==> config.mk <==
export PLATFORM = sky130hd
export DESIGN_NAME = mem_rr_arbiter
export DESIGN_NICKNAME = d
export VERILOG_FILES = /design/src/rtl/mem_rr_arbiter.sv
export SDC_FILE = /design/constraint.sdc
export NUM_CORES = 1
export LEC_CHECK = 0
export CORE_ASPECT_RATIO = 0.5
export CORE_MARGIN = 3
export CORE_UTILIZATION = 30
export DETAILED_ROUTE_END_ITERATION = 7
export MAX_ROUTING_LAYER = met4
export PLACE_DENSITY = 0.8
export SYNTH_ARGS = -nofsm -noshare
export SYNTH_HDL_FRONTEND = slang
export SYNTH_SLANG_ARGS = --single-unit
==> constraint.sdc <==
create_clock -name clk -period 2.9 [get_ports clk]
set_input_delay 0.29 -clock clk [delete_from_list [all_inputs] [get_ports clk]]
set_output_delay 0.29 -clock clk [all_outputs]
set_load 0.005 [all_outputs]
==> src/rtl/mem_rr_arbiter.sv <==
// mem_rr_arbiter: round-robin arbiter sharing one read-only memory port among
// CNT masters. Each master has a cap on its outstanding requests. Responses come
// back in order and are routed to their issuing master through an index FIFO.
module mem_rr_arbiter #(
  parameter int CNT             = 3,
  parameter int QUEUE_DEPTH     = 4,
  parameter int MAX_OUTSTANDING = 2,
  parameter int ADDR_WIDTH      = 32,
  parameter int DATA_WIDTH      = 32
) (
  input  logic                      clk,
  input  logic                      rst,
  input  logic [CNT-1:0]            master_req_valid,
  output logic [CNT-1:0]            master_req_ready,
  input  logic [CNT*ADDR_WIDTH-1:0] master_req_data,
  output logic [CNT-1:0]            master_resp_valid,
  input  logic [CNT-1:0]            master_resp_ready,
  output logic [CNT*DATA_WIDTH-1:0] master_resp_data,
  output logic                      slave_req_valid,
  input  logic                      slave_req_ready,
  output logic [ADDR_WIDTH-1:0]     slave_req_data,
  input  logic                      slave_resp_valid,
  output logic                      slave_resp_ready,
  input  logic [DATA_WIDTH-1:0]     slave_resp_data
);

  localparam int IDX_W = $clog2(CNT);
  localparam int CNT_W = $clog2(MAX_OUTSTANDING + 1);
  localparam int FA_W  = (QUEUE_DEPTH > 1) ? $clog2(QUEUE_DEPTH) : 1;
  localparam int FC_W  = $clog2(QUEUE_DEPTH + 1);

  logic [IDX_W-1:0] ptr;
  logic [IDX_W-1:0] sel;
  logic [IDX_W-1:0] search_sel;
  logic [IDX_W-1:0] lock_idx;
  logic [IDX_W-1:0] head;
  logic             lock;
  logic [CNT_W-1:0] cnt [CNT];
  logic [CNT-1:0]   eligible;
  logic             any_eligible;

  logic [IDX_W-1:0] fifo_mem [QUEUE_DEPTH];
  logic [FA_W-1:0]  wr_ptr;
  logic [FA_W-1:0]  rd_ptr;
  logic [FC_W-1:0]  fifo_count;
  logic             fifo_empty;
  logic             fifo_full;
  logic             push;
  logic             pop;

  // A master may compete only while it is below its outstanding cap.
  always_comb begin
    eligible = '0;
    for (int i = 0; i < CNT; i++) begin
      eligible[i] = master_req_valid[i] && (cnt[i] < CNT_W'(MAX_OUTSTANDING));
    end
  end

  assign any_eligible = |eligible;

  // Rotating search from ptr with an explicit wrap, so non-power-of-2 CNT works.
  always_comb begin : grant_search
    logic [IDX_W:0]   idx;
    logic [IDX_W-1:0] cand;
    logic             found;
    search_sel = ptr;
    found      = 1'b0;
    idx        = '0;
    cand       = '0;
    for (int off = 0; off < CNT; off++) begin
      idx = {1'b0, ptr} + (IDX_W+1)'(off);
      if (idx >= (IDX_W+1)'(CNT)) begin
        idx = idx - (IDX_W+1)'(CNT);
      end
      cand = idx[IDX_W-1:0];
      if (!found && eligible[cand]) begin
        search_sel = cand;
        found      = 1'b1;
      end
    end
  end

  assign sel        = lock ? lock_idx : search_sel;
  assign fifo_empty = (fifo_count == '0);
  assign fifo_full  = (fifo_count == FC_W'(QUEUE_DEPTH));
  assign head       = fifo_mem[rd_ptr];

  // Response side: the head entry decides which master sees the response.
  // A full FIFO still accepts a push when a pop happens in the same cycle.
  always_comb begin
    slave_resp_ready  = rst && !fifo_empty && master_resp_ready[head];
    pop               = slave_resp_ready && slave_resp_valid;
    slave_req_valid   = rst && (lock || any_eligible) && (!fifo_full || pop);
    push              = slave_req_valid && slave_req_ready;
    master_req_ready  = '0;
    master_resp_valid = '0;
    for (int i = 0; i < CNT; i++) begin
      master_req_ready[i]  = push && (sel == IDX_W'(i));
      master_resp_valid[i] = rst && slave_resp_valid && !fifo_empty && (head == IDX_W'(i));
    end
  end

  // Forward the granted master's address; response data is broadcast.
  always_comb begin
    slave_req_data = '0;
    for (int i = 0; i < CNT; i++) begin
      if (sel == IDX_W'(i)) begin
        slave_req_data = master_req_data[i*ADDR_WIDTH +: ADDR_WIDTH];
      end
    end
    master_resp_data = {CNT{slave_resp_data}};
  end

  // Rotation pointer and lock: a stalled grant is frozen until it fires.
  always_ff @(posedge clk or negedge rst) begin
    if (!rst) begin
      ptr      <= '0;
      lock     <= 1'b0;
      lock_idx <= '0;
    end else if (push) begin
      ptr  <= (sel == IDX_W'(CNT - 1)) ? '0 : sel + IDX_W'(1);
      lock <= 1'b0;
    end else if (slave_req_valid && !slave_req_ready) begin
      lock     <= 1'b1;
      lock_idx <= sel;
    end
  end

  // Per-master outstanding counters; a same-cycle issue and return cancel out.
  always_ff @(posedge clk or negedge rst) begin
    if (!rst) begin
      for (int i = 0; i < CNT; i++) begin
        cnt[i] <= '0;
      end
    end else begin
      for (int i = 0; i < CNT; i++) begin
        if (master_req_ready[i] && !(master_resp_valid[i] && master_resp_ready[i])) begin
          cnt[i] <= cnt[i] + CNT_W'(1);
        end else if (!master_req_ready[i] && master_resp_valid[i] && master_resp_ready[i]) begin
          cnt[i] <= cnt[i] - CNT_W'(1);
        end
      end
    end
  end

  // Routing FIFO storage; contents need no reset since occupancy is reset.
  always_ff @(posedge clk) begin
    if (push) begin
      fifo_mem[wr_ptr] <= sel;
    end
  end

  // Routing FIFO pointers and occupancy.
  always_ff @(posedge clk or negedge rst) begin
    if (!rst) begin
      wr_ptr     <= '0;
      rd_ptr     <= '0;
      fifo_count <= '0;
    end else begin
      if (push) begin
        wr_ptr <= (wr_ptr == FA_W'(QUEUE_DEPTH - 1)) ? '0 : wr_ptr + FA_W'(1);
      end
      if (pop) begin
        rd_ptr <= (rd_ptr == FA_W'(QUEUE_DEPTH - 1)) ? '0 : rd_ptr + FA_W'(1);
      end
      if (push && !pop) begin
        fifo_count <= fifo_count + FC_W'(1);
      end else if (pop && !push) begin
        fifo_count <= fifo_count - FC_W'(1);
      end
    end
  end

endmodule

==> qor.yml <==
run_status: "finished, violations left"
violations: "negative setup slack"
regToRegStartpoint: "ptr[0]"
leakagePower_uw: 0.00198
hold_path.class: "in2async"
synth_ff_type: "sky130_fd_sc_hd__dfrtp_1"
area_of_all_placed_cells_without_fillers_sq_um: 4960
dp_worst_setup_slack_ns: -0.384
core.rowCount: 25
synth.distinct_cells: 59
mappedNetlistArea_sq_um: 3200
gp_congestion: 0.845
grt-ovfl-total: 0
first_global_vias: 3245
criticalPathCategory: "reg2out"
tightest_slew_ns: 0.375
floorplan.core_area_sq_um: 9920
max-vdd-ir-drop_uv: 639
chipWidth_um: 152
nets: 597
vias: 2937
start_kind: "flip-flop"
port_buffers: 145
async_set_or_reset_register_ratio_after_synthesis_pct: 69.2
detailed_route_wire_length_mm: 11.2
syn-num-nets: 494
first_pass_iters: 4
chipHeight_um: 79.0
req_time_crit_path_ns: 2.61
period_minus_slack_ns: 3.06
setup-violations-final: 34
cts_tree: "built"
tritoncts_num_sinks: 26
cts-root-to-sink-buffers: 2
cp.arrival_ns: 2.77
dp.final_hpwl_mm: 7.97
yosys-top-cells-area: "sky130_fd_sc_hd__buf_4 23%, sky130_fd_sc_hd__dfrtp_1 14%, sky130_fd_sc_hd__mux2i_1 11%, sky130_fd_sc_hd__o2bb2ai_1 8.8%, sky130_fd_sc_hd__edfxtp_1 7.5%"
avg_synthesized_cell_area_sq_um: 9.22
initial_utilization_pct: 32.3
drive_above_1_share_pct: 39.2
hold_viol: 0
final_min_period_over_clock_period_pct: 105
antenna_left: 0
reg2reg_slack_ns: 0.07
number_of_cells_produced_by_synthesis: 347
grt_antenna_before_repair: 0
number_of_synthesized_flops_with_an_enable_pin: 8
route.detailed.drc: 0
cp_max_fo: 9
max_freq_mhz: 327
power_density_nw_per_um2: 1300
grt_start_max_net_pins: 21
global_route_wire_length_before_repair_mm: 17.1
postPlaceCellArea_sq_um: 4340
clk_pin_slew_worst_paths_ns: 0.07
rsz0062_at_grt: "yes"
dieArea_sq_um: 12000
worst_r2r_endpoint: "cnt[5]"
ys_warn_count: 0
max_cap_violations: 0
numCtsBuffers: 3
seq_area_frac_synth_pct: 21.6
route.detailed.wl_per_inst_um: 19.1
slew_viol_final: 0
ys_ff_latch: 26
track_usage_pct: 17.6
critical_path.endpoint_type: "output port"
reg2reg_depth: 13
finalWorstSetupSlack_ns: -0.155
cts_root_buffer: "sky130_fd_sc_hd__clkbuf_16"
routed_via_density: 5.03
worst_slew_margin_rel_pct: 75.0
yosys.area.top_type: "sky130_fd_sc_hd__buf_4"
design.portCount: 274
synth_top_cell_area_share_pct: 22.8
area_delta_synth_final_pct: 55.0
fin_worst_skew_ns: 0.00251
clkLatencyLatePin_ns: 0.26
htree_levels: 1
detailedRoute.firstIterationViolations: 138
diodes: 0
-- Yosys cell counts (7+ instances only) --
cell type and number:
sky130_fd_sc_hd__edfxtp_1 8, sky130_fd_sc_hd__mux2i_1 35, sky130_fd_sc_hd__dfrtp_1 18, sky130_fd_sc_hd__buf_4 97, sky130_fd_sc_hd__and2_1 8, sky130_fd_sc_hd__and3_1 7, sky130_fd_sc_hd__nor2_1 11, sky130_fd_sc_hd__buf_2 12
sky130_fd_sc_hd__ha_1 8, sky130_fd_sc_hd__o2bb2ai_1 32, sky130_fd_sc_hd__nor2b_1 9, sky130_fd_sc_hd__inv_1 9
-- worst max-delay path by stage --
stage	cells past startpoint	startpoint	slack (ns)	end
floorplan	11	rd_ptr[0]	0.06	fifo_count[2]
global placement	10	master_req_valid[0]	-0.34	slave_req_data[17]
detailed placement	10	master_req_valid[0]	-0.38	slave_req_data[17]
CTS	12	ptr[1]	-0.18	slave_req_data[17]
global route	12	ptr[1]	-0.26	slave_req_data[18]
finish	11	ptr[1]	-0.16	slave_req_data[1]
-- through the flow --
stage	std cells	utilization (%)	hold slack [ns]	setup TNS, ns	power, uW
6_report	584	50.0	0.461	-3.96	6430
5_1_grt	584	50.0	0.483	-7.29	6840
4_1_cts	573	48.0	0.459	-2.58	6000
2_1_floorplan	347	-	-0.00559	0	2850
3_5_place_dp	550	43.7	0.501	-11.28	4820
3_3_place_gp	550	43.7	0.495	-9.56	4750
-- per-layer routing --
metal	track usage [%]	vias to the layer above	routed length, um	part of all wire, %
met1	22.1	1408	4820	43
met2	30.6	144	5510	49
met5	-	-	0	0
met3	3.54	16	748	6.7
li1	-	1369	-	-
met4	2.60	0	101	0.90
-- critical path, cell delays in order, from the launching register on --
cell and delay [ns]:
sky130_fd_sc_hd__dfrtp_2 0.44, sky130_fd_sc_hd__ha_4 0.18, sky130_fd_sc_hd__or3b_1 0.39, sky130_fd_sc_hd__a21oi_2 0.20, sky130_fd_sc_hd__nand4_1 0.18, sky130_fd_sc_hd__a221oi_4 0.32, sky130_fd_sc_hd__inv_4 0.08, sky130_fd_sc_hd__buf_12 0.16
sky130_fd_sc_hd__buf_16 0.15, sky130_fd_sc_hd__mux2i_1 0.12, sky130_fd_sc_hd__o2bb2ai_1 0.15, sky130_fd_sc_hd__buf_2 0.15
-- final cells by class --
cell class	count	area [sq um]
clock inverters	1	30.0
repair buffers	211	1970
well taps	135	169
clock buffers	3	75.1
inverters	11	48.8
multi-input cells	197	1980
flip-flops and latches	26	693
fillers	882	4950
-- where the power goes --
group          switching, uW  internal (uW)  total [uW]
Sequential               160            561         721
Clock                    134            275         409
Combinational           2410           2890        5300
-- registers in the layout, summed over array words and instances, names as in the netlist --
signal / count
wr_ptr: 2
lock_idx: 2
fifo_mem: 8
cnt: 6
lock: 1
rd_ptr: 2
fifo_count: 3
ptr: 2
-- layout by cell type, fill, tap and decap left out, types with 4 or more instances in the layout --
cell type	Yosys	final
sky130_fd_sc_hd__nand2_1	6	6
sky130_fd_sc_hd__nor2_1	11	10
sky130_fd_sc_hd__o2bb2ai_1	32	13
sky130_fd_sc_hd__buf_4	97	47
sky130_fd_sc_hd__mux2i_1	35	28
sky130_fd_sc_hd__nand2b_1	4	4
sky130_fd_sc_hd__edfxtp_1	8	8
sky130_fd_sc_hd__mux2i_4	0	4
sky130_fd_sc_hd__dfrtp_1	18	16
sky130_fd_sc_hd__ha_1	8	5
sky130_fd_sc_hd__o21ai_2	0	4
sky130_fd_sc_hd__nand3_1	6	6
sky130_fd_sc_hd__o2bb2ai_2	0	19
sky130_fd_sc_hd__clkdlybuf4s50_1	0	110
sky130_fd_sc_hd__buf_12	0	6
sky130_fd_sc_hd__buf_2	12	35
sky130_fd_sc_hd__mux2_2	4	4
sky130_fd_sc_hd__nor2b_1	9	6
sky130_fd_sc_hd__and3_1	7	6
sky130_fd_sc_hd__buf_6	2	6
sky130_fd_sc_hd__inv_1	9	7
sky130_fd_sc_hd__and2_1	8	7
sky130_fd_sc_hd__xnor2_1	6	6
sky130_fd_sc_hd__clkbuf_16	0	5
-- cells by family (layout without fill, tap and decap cells) --
family / Yosys count / after routing / share of synthesized area [%]
buffers and inverters: 124 / 226 / 26.9
XOR/XNOR: 7 / 7 / 2.15
multiplexers: 42 / 42 / 14.1
AND/OR/NAND/NOR: 72 / 72 / 13.6
AO/OA/AOI/OAI: 67 / 67 / 17.9
adder cells (fa/ha/maj): 9 / 9 / 3.75
flip-flops: 26 / 26 / 21.6
-- repair_timing --
item / CTS / global route
gates cloned: 4 / 3
gates resized for setup: 197 / 30
pin swaps: 37 / 13
buffers inserted: 16 / 12
hold buffers: 0 / 0
setup endpoints to repair: 36 / 41
Power figures use the tool's default switching activity.
